`config.mk`:
```
export PLATFORM = sky130hd
export DESIGN_NAME = eth_frame_gen
export DESIGN_NICKNAME = d
export VERILOG_FILES = /design/src/rtl/eth_frame_gen_pkg.sv /design/src/rtl/eth_prbs7_byte.sv /design/src/rtl/eth_frame_gen.sv
export SDC_FILE = /design/constraint.sdc
export NUM_CORES = 1
export LEC_CHECK = 0
export CORE_MARGIN = 2
export CORE_UTILIZATION = 40
export CTS_CLUSTER_DIAMETER = 150
export DETAILED_ROUTE_END_ITERATION = 16
export GPL_ROUTABILITY_DRIVEN = 0
export GPL_TIMING_DRIVEN = 0
export SLEW_MARGIN = 20
export SYNTH_ARGS = -nofsm -noshare
export SYNTH_HDL_FRONTEND = slang
export SYNTH_SLANG_ARGS = --single-unit
```
`constraint.sdc`:
```
create_clock -name clk -period 5.8 [get_ports clk]
set_input_delay 1.16 -clock clk [delete_from_list [all_inputs] [get_ports clk]]
set_output_delay 1.16 -clock clk [all_outputs]
set_load 0.01 [all_outputs]
```
`src/rtl/eth_frame_gen_pkg.sv`:
```
// Shared types and constants for the Ethernet frame generator.
//   state_t      : frame generator FSM states
//   frame_cfg_t  : configuration latched at each frame start
//   HDR_LEN      : bytes in the Ethernet header (dst, src, EtherType)
//   PRBS_SEED    : PRBS-7 state loaded at the start of every frame
//   PRBS_TAPS    : feedback taps for x^7 + x^6 + 1
//   hdr_byte()   : picks header byte n, most significant byte first
//   clamp_len()  : clamps a requested payload length into [1, max_len]
package eth_frame_gen_pkg;

  typedef enum logic [1:0] {
    ST_IDLE,
    ST_HEADER,
    ST_PAYLOAD,
    ST_GAP
  } state_t;

  localparam int HDR_LEN = 14;

  localparam logic [6:0] PRBS_SEED = 7'h7F;
  localparam logic [6:0] PRBS_TAPS = 7'b110_0000;

  typedef struct packed {
    logic [47:0] dst;
    logic [47:0] src;
    logic [15:0] ethertype;
    logic [15:0] len;
  } frame_cfg_t;

  function automatic logic [7:0] hdr_byte(input frame_cfg_t cfg, input logic [3:0] idx);
    logic [111:0] hdr;
    hdr = {cfg.dst, cfg.src, cfg.ethertype};
    return hdr[(111 - 8 * int'(idx)) -: 8];
  endfunction

  function automatic logic [15:0] clamp_len(input logic [15:0] len, input int unsigned max_len);
    if (len == 16'd0) return 16'd1;
    if (32'(len) > max_len) return 16'(max_len);
    return len;
  endfunction

endpackage

```
`src/rtl/eth_prbs7_byte.sv`:
```
// PRBS-7 (x^7 + x^6 + 1) byte source.
// byte_out is the next 8 generator bits, first bit in bit 7, computed from
// the current LFSR state. seed_load reloads PRBS_SEED; advance steps the
// LFSR by 8 bits so byte_out moves on to the following byte.
// Ports:
//   clk, rst_n  : clock, asynchronous active-low reset
//   seed_load   : reload the seed (has priority over advance)
//   advance     : consume byte_out
//   byte_out    : current PRBS byte
module eth_prbs7_byte
  import eth_frame_gen_pkg::*;
(
  input  logic       clk,
  input  logic       rst_n,
  input  logic       seed_load,
  input  logic       advance,
  output logic [7:0] byte_out
);

  logic [6:0] lfsr_q;
  logic [6:0] lfsr_next;

  // Fibonacci form: the feedback bit is both the emitted bit and the new LSB.
  always_comb begin
    logic [6:0] s;
    logic       fb;
    s        = lfsr_q;
    byte_out = '0;
    for (int i = 0; i < 8; i++) begin
      fb            = ^(s & PRBS_TAPS);
      byte_out[7-i] = fb;
      s             = {s[5:0], fb};
    end
    lfsr_next = s;
  end

  always_ff @(posedge clk or negedge rst_n) begin
    if (!rst_n) begin
      lfsr_q <= PRBS_SEED;
    end else if (seed_load) begin
      lfsr_q <= PRBS_SEED;
    end else if (advance) begin
      lfsr_q <= lfsr_next;
    end
  end

endmodule

```
`src/rtl/eth_frame_gen.sv`:
```
// AXI-Stream Ethernet frame source for the tx_axis sink of a 1G MAC.
// Each frame is a 14-byte header (dst MAC, src MAC, EtherType, MSB first)
// followed by a generated payload; the MAC appends padding and FCS.
// Configuration is latched at every frame start; enable is only looked at
// on frame boundaries, so a frame always completes once started.
// Optional build macro: ETH_FRAME_GEN_PRBS_EN adds input payload_prbs,
// selecting a PRBS-7 payload (seed 7'h7F per frame) instead of the
// incrementing byte pattern.
// Ports:
//   clk, rst_n     : MAC gtx_clk, asynchronous active-low reset
//   enable         : run request
//   dst_mac/src_mac/ethertype/payload_len/gap_cycles : frame configuration
//   m_axis_*       : AXI-Stream master (tuser tied 0)
//   busy           : FSM not idle
//   frames_sent    : frames completed (tlast handshakes)
//   bytes_sent     : bytes accepted by the sink
module eth_frame_gen
  import eth_frame_gen_pkg::*;
#(
  parameter int C_MAX_PAYLOAD = 1500,
  parameter int C_GAP_WIDTH   = 16
) (
  input  logic                   clk,
  input  logic                   rst_n,
  input  logic                   enable,
  input  logic [47:0]            dst_mac,
  input  logic [47:0]            src_mac,
  input  logic [15:0]            ethertype,
  input  logic [15:0]            payload_len,
  input  logic [C_GAP_WIDTH-1:0] gap_cycles,
`ifdef ETH_FRAME_GEN_PRBS_EN
  input  logic                   payload_prbs,
`endif
  output logic [7:0]             m_axis_tdata,
  output logic                   m_axis_tvalid,
  output logic                   m_axis_tlast,
  output logic                   m_axis_tuser,
  input  logic                   m_axis_tready,
  output logic                   busy,
  output logic [31:0]            frames_sent,
  output logic [63:0]            bytes_sent
);

  state_t                 state_q, state_d;
  frame_cfg_t             cfg_q, cfg_d;
  logic [C_GAP_WIDTH-1:0] gap_q, gap_d;
  logic [C_GAP_WIDTH-1:0] gap_cnt_q, gap_cnt_d;
  logic [15:0]            idx_q, idx_d;
  logic [7:0]             tdata_q, tdata_d;
  logic                   tvalid_q, tvalid_d;
  logic                   tlast_q, tlast_d;
  logic [31:0]            frames_q, frames_d;
  logic [63:0]            bytes_q, bytes_d;

  logic                   xfer;
  logic                   start_frame;
  logic [7:0]             pay_byte_next;
  logic [7:0]             inc_byte_next;

  assign xfer = tvalid_q && m_axis_tready;

  // Next payload byte to load into the output register: byte 0 when leaving
  // the header, otherwise the byte after the one currently presented.
  assign inc_byte_next = (state_q == ST_HEADER) ? 8'd0 : idx_q[7:0] + 8'd1;

`ifdef ETH_FRAME_GEN_PRBS_EN
  logic       prbs_q;
  logic [7:0] prbs_byte;
  logic       prbs_advance;

  // The LFSR always holds the byte that will be loaded next, so it steps
  // exactly when a payload byte is loaded into tdata.
  assign prbs_advance = xfer &&
                        ((state_q == ST_HEADER && idx_q == 16'(HDR_LEN - 1)) ||
                         (state_q == ST_PAYLOAD && !tlast_q));

  eth_prbs7_byte u_prbs (
    .clk       (clk),
    .rst_n     (rst_n),
    .seed_load (start_frame),
    .advance   (prbs_advance),
    .byte_out  (prbs_byte)
  );

  always_ff @(posedge clk or negedge rst_n) begin
    if (!rst_n) begin
      prbs_q <= 1'b0;
    end else if (start_frame) begin
      prbs_q <= payload_prbs;
    end
  end

  assign pay_byte_next = prbs_q ? prbs_byte : inc_byte_next;
`else
  assign pay_byte_next = inc_byte_next;
`endif

  always_comb begin
    // NOTE: every variable gets its hold value first; a path that skips an
    // assignment would otherwise infer a latch.
    state_d     = state_q;
    cfg_d       = cfg_q;
    gap_d       = gap_q;
    gap_cnt_d   = gap_cnt_q;
    idx_d       = idx_q;
    tdata_d     = tdata_q;
    tvalid_d    = tvalid_q;
    tlast_d     = tlast_q;
    frames_d    = frames_q;
    bytes_d     = bytes_q;
    start_frame = 1'b0;

    if (xfer) begin
      bytes_d = bytes_q + 64'd1;
    end

    unique case (state_q)
      ST_IDLE: begin
        start_frame = enable;
      end

      ST_HEADER: begin
        if (xfer) begin
          if (idx_q == 16'(HDR_LEN - 1)) begin
            state_d = ST_PAYLOAD;
            idx_d   = '0;
            tdata_d = pay_byte_next;
            tlast_d = (cfg_q.len == 16'd1);
          end else begin
            idx_d   = idx_q + 16'd1;
            tdata_d = hdr_byte(cfg_q, idx_q[3:0] + 4'd1);
          end
        end
      end

      ST_PAYLOAD: begin
        if (xfer) begin
          if (tlast_q) begin
            frames_d = frames_q + 32'd1;
            tlast_d  = 1'b0;
            if (gap_q != '0) begin
              state_d   = ST_GAP;
              tvalid_d  = 1'b0;
              gap_cnt_d = gap_q;
            end else if (enable) begin
              start_frame = 1'b1;
            end else begin
              state_d  = ST_IDLE;
              tvalid_d = 1'b0;
            end
          end else begin
            idx_d   = idx_q + 16'd1;
            tdata_d = pay_byte_next;
            tlast_d = ((idx_q + 16'd1) == (cfg_q.len - 16'd1));
          end
        end
      end

      ST_GAP: begin
        // gap_cnt counts the idle cycles still to come, including this one.
        if (gap_cnt_q > C_GAP_WIDTH'(1)) begin
          gap_cnt_d = gap_cnt_q - C_GAP_WIDTH'(1);
        end else if (enable) begin
          start_frame = 1'b1;
        end else begin
          state_d = ST_IDLE;
        end
      end

      default: state_d = ST_IDLE;
    endcase

    // Frame start: latch config and present dst byte 0 on the next cycle.
    if (start_frame) begin
      cfg_d.dst       = dst_mac;
      cfg_d.src       = src_mac;
      cfg_d.ethertype = ethertype;
      cfg_d.len       = clamp_len(payload_len, C_MAX_PAYLOAD);
      gap_d           = gap_cycles;
      state_d         = ST_HEADER;
      idx_d           = '0;
      tdata_d         = dst_mac[47:40];
      tvalid_d        = 1'b1;
      tlast_d         = 1'b0;
    end
  end

  // NOTE: sequential state uses non-blocking assignments so every register
  // samples its pre-edge value regardless of process evaluation order.
  // NOTE: every register here, including the latched config, is reset so the
  // outputs are all zero the moment rst_n falls.
  always_ff @(posedge clk or negedge rst_n) begin
    if (!rst_n) begin
      state_q   <= ST_IDLE;
      cfg_q     <= '0;
      gap_q     <= '0;
      gap_cnt_q <= '0;
      idx_q     <= '0;
      tdata_q   <= '0;
      tvalid_q  <= 1'b0;
      tlast_q   <= 1'b0;
      frames_q  <= '0;
      bytes_q   <= '0;
    end else begin
      state_q   <= state_d;
      cfg_q     <= cfg_d;
      gap_q     <= gap_d;
      gap_cnt_q <= gap_cnt_d;
      idx_q     <= idx_d;
      tdata_q   <= tdata_d;
      tvalid_q  <= tvalid_d;
      tlast_q   <= tlast_d;
      frames_q  <= frames_d;
      bytes_q   <= bytes_d;
    end
  end

  assign m_axis_tdata  = tdata_q;
  assign m_axis_tvalid = tvalid_q;
  assign m_axis_tlast  = tlast_q;
  assign m_axis_tuser  = 1'b0;
  assign busy          = (state_q != ST_IDLE);
  assign frames_sent   = frames_q;
  assign bytes_sent    = bytes_q;

endmodule
```
==> flow_summary.yaml <==
detailed_routing:
  ant_nets: 0
  vias_per_cell: 5.15
  firstDrtPassIters: 5
  vias: 11705
  wl_per_cell_um: 17.4
  wirelength_um: 39600
  remaining_drc_errors: 0
  first_iter_violations: 594
yosys:
  yosysMostFrequentCell: "nand2_1"
  netlist.top_cell.by_area: "dfrtp_1"
  synth.distinct_cells: 67
  synth_area_leaders: "dfrtp_1, nand2_1, xnor2_1, mux4_2, nor2_1"
  synth_nets: 1660
  synth.yosys.seq_area_share_pct: 50.6
  yosys_warnings: 0
  synth_top_area_share_pct: 50.6
  synthFlopType: "dfrtp_1"
  yosys-top-cells-count: "nand2_1, dfrtp_1, xnor2_1"
  syn_area_per_cell_um2: 9.35
  netlist_instances: 1503
  synth_area_mm2: 0.0141
  ys_ff_latch: 284
  postSynth.asyncResetShare_pct: 100
  synth_edf_count: 0
layout:
  fillers: 3237
  syn2layout_area_growth_pct: 30.1
  nets: 1950
  antenna_cells: 0
  drive_above_1_share_pct: 6.94
  design_area_mm2: 0.0183
run:
  drv_cap: 0
placement:
  numPortBuffers: 254
  dp_hpwl_um: 29700
  placed_area_mm2: 0.0173
clock_tree:
  cts.clk_slew.worst_paths_ps: 70
  post_cts_buffers: 0
  clock_latency_ps: 580
  numCtsBuffers: 31
  clock-sinks: 284
  cts_resized: 0
  clockBufferDepth: 3
  clockRootBuffer: "clkbuf_16"
  cts_max_level: 1
  cts_hold_buf: 0
  cts_tree: "built"
setup_path:
  path_class: "reg2reg"
  regToRegStartpoint: "idx_q[1]$_DFFE_PN0P_"
  crit_top_cell: "clkbuf_1"
  crit_slowest_cell: "clkbuf_1"
  rr_worst_depth: 13
  critPathTopFamily: "buffers and inverters"
  startpoint_type: "register"
  r2r-end: "m_axis_tdata[6]$_DFFE_PN0P_"
  path_cells: "inv_1 -> ha_1 -> clkbuf_1 -> inv_1 -> ha_1 -> clkbuf_1 -> clkbuf_1 -> mux4_2 -> mux2i_1 -> o22ai_1 -> nand3_1 -> o2111ai_1 -> o21a_1"
  crit_start: "idx_q[1]$_DFFE_PN0P_"
  crit_buf_inv: 5
  cp-end-kind: "register"
  cp_max_fo: 10
  worstPathArrival_ps: 4660
  reg2reg_setup_slack_ps: 1610
  required_ps: 6270
  cpPeakStageDelay_ps: 670
timing:
  max-slew-margin-rel_pct: 43.9
  tightest_slew_ps: 833
  rsz0062_at_grt: "false"
  period_share_pct: 72.3
  drv_slew: 0
  final.min_clock_period_ps: 4190
  finalSetupViolCount: 0
  skew_ps: 26.9
  max_freq_ghz: 0.239
  setup-tns-final_ps: 0
  hold_viol: 0
die:
  core_area_mm2: 0.0345
  die_width_um: 191
  dieArea_mm2: 0.0367
  ios: 256
  die_h_um: 191
  initial_core_util_pct: 40.7
  rows: 68
pwr:
  power_density_mw_per_mm2: 437
  p_leak_nw: 8.28
  peakVddDrop_mv: 0.263
grt:
  grt_pass1_vias: 11564
  antenna_found_initial: 2
  overflow: 0
  grt.total_usage_pct: 21.6
  grt_first_pass_wirelength_um: 62700
  grt_start_max_net_pins: 98
outcome:
  status: "completed"
worst_hold_path:
  whs_path_depth: 2
  hp-start: "cfg_q[61]$_DFFE_PN0P_"
  hp-class: "reg2reg"
  holdPathEnd: "cfg_q[61]$_DFFE_PN0P_"
## worst register-to-register path: cells and delay by family, from the launching register on
kind / cells / cell delay (ps)
AO/OA/AOI/OAI: 3 / 390
adder cells (fa/ha/maj): 2 / 620
buffers and inverters: 5 / 1810
flip-flops: 1 / 440
multiplexers: 2 / 730
AND/OR/NAND/NOR: 1 / 110
## cells in the final DEF (no fill, tap or decap), drive strengths merged, types with 9 or more instances in the layout
cell,netlist,final
nor2,87,87
mux2i,24,24
clkdlybuf4s50,0,253
xor2,33,33
buf,31,35
nand3,43,43
ha,9,9
and2,14,14
and3,12,12
nand4,29,29
or4,9,9
o21ai,59,59
xnor2,99,99
inv,24,25
mux4,24,24
and4,14,14
a21oi,25,25
clkinv,0,11
nand2,481,481
clkbuf,41,83
nor4,23,23
nor3,30,30
dfrtp,284,284
## state kept, by name, summed over array words and instances, names as in the netlist
signal	cells
gap_q	16
gap_cnt_q	16
m_axis_tdata	8
bytes_sent	64
idx_q	16
m_axis_tvalid	1
frames_sent	32
state_q	2
cfg_q	128
m_axis_tlast	1
## where the power goes
part | switching [mW] | internal (mW)
sequential | 0.404 | 2.55
clock | 0.824 | 1.18
combinational | 1.76 | 1.28
## final cells by class
type / count / area, µm² / area share, %
clock inverter: 14 / 131 / 0.718
multi-input combinational: 1123 / 6550 / 35.8
inverter: 24 / 90.1 / 0.492
tap: 455 / 569 / 3.11
sequential: 284 / 7110 / 38.8
buffer: 72 / 313 / 1.71
timing repair buffer: 257 / 2630 / 14.4
clock buffer: 42 / 907 / 4.96
## worst max path at each step
stage | cells after the start | endpoint | slack [ps]
finish | 13 | m_axis_tdata[6]$_DFFE_PN0P_ | 1610
global route | 14 | m_axis_tdata[3]$_DFFE_PN0P_ | 1230
CTS | 13 | m_axis_tdata[6]$_DFFE_PN0P_ | 1630
detailed placement | 10 | cfg_q[91]$_DFFE_PN0P_ | 1450
global placement | 1 | cfg_q[19]$_DFFE_PN0P_ | -9120
floorplan | 7 | frames_sent[26]$_DFFE_PN0P_ | 2660
## cell families after synthesis
| family | Yosys count | share of synthesized area, % |
|---|---|---|
| adders and majority gates | 9 | 0.801 |
| and+or+nand+nor | 775 | 24.5 |
| muxes | 51 | 5.82 |
| buffers and inverters | 96 | 2.87 |
| DFF | 284 | 50.6 |
| AOI/OAI and AO/OA | 154 | 7.01 |
| other | 1 | 0.0267 |
| xor gates and xnor gates | 133 | 8.39 |
## metrics by stage
step / hold slack, ps / util [%] / instances / worst slack [ps] / total power, mW
after floorplan: 440 / - / 1503 / 2660 / 4.91
after global placement: 452 / 49.7 / 2212 / -9120 / 5.94
after detailed placement: 459 / 50.0 / 2215 / 1450 / 6.02
after CTS: 472 / 53.0 / 2271 / 1630 / 8.03
after global routing: 486 / 53.0 / 2271 / 1230 / 8.51
final: 471 / 53.0 / 2271 / 1610 / 7.99
## layer usage
| metal | wire, µm | track usage, % | vias to the layer above |
|---|---|---|---|
| met5 | 28 | 0 | - |
| met4 | 972 | 5.77 | 4 |
| met3 | 2140 | 3.36 | 62 |
| met2 | 18400 | 35.5 | 308 |
| met1 | 18000 | 29.6 | 5652 |
| li1 | - | - | 5679 |
Note: power is estimated with default switching activity, not from simulation.
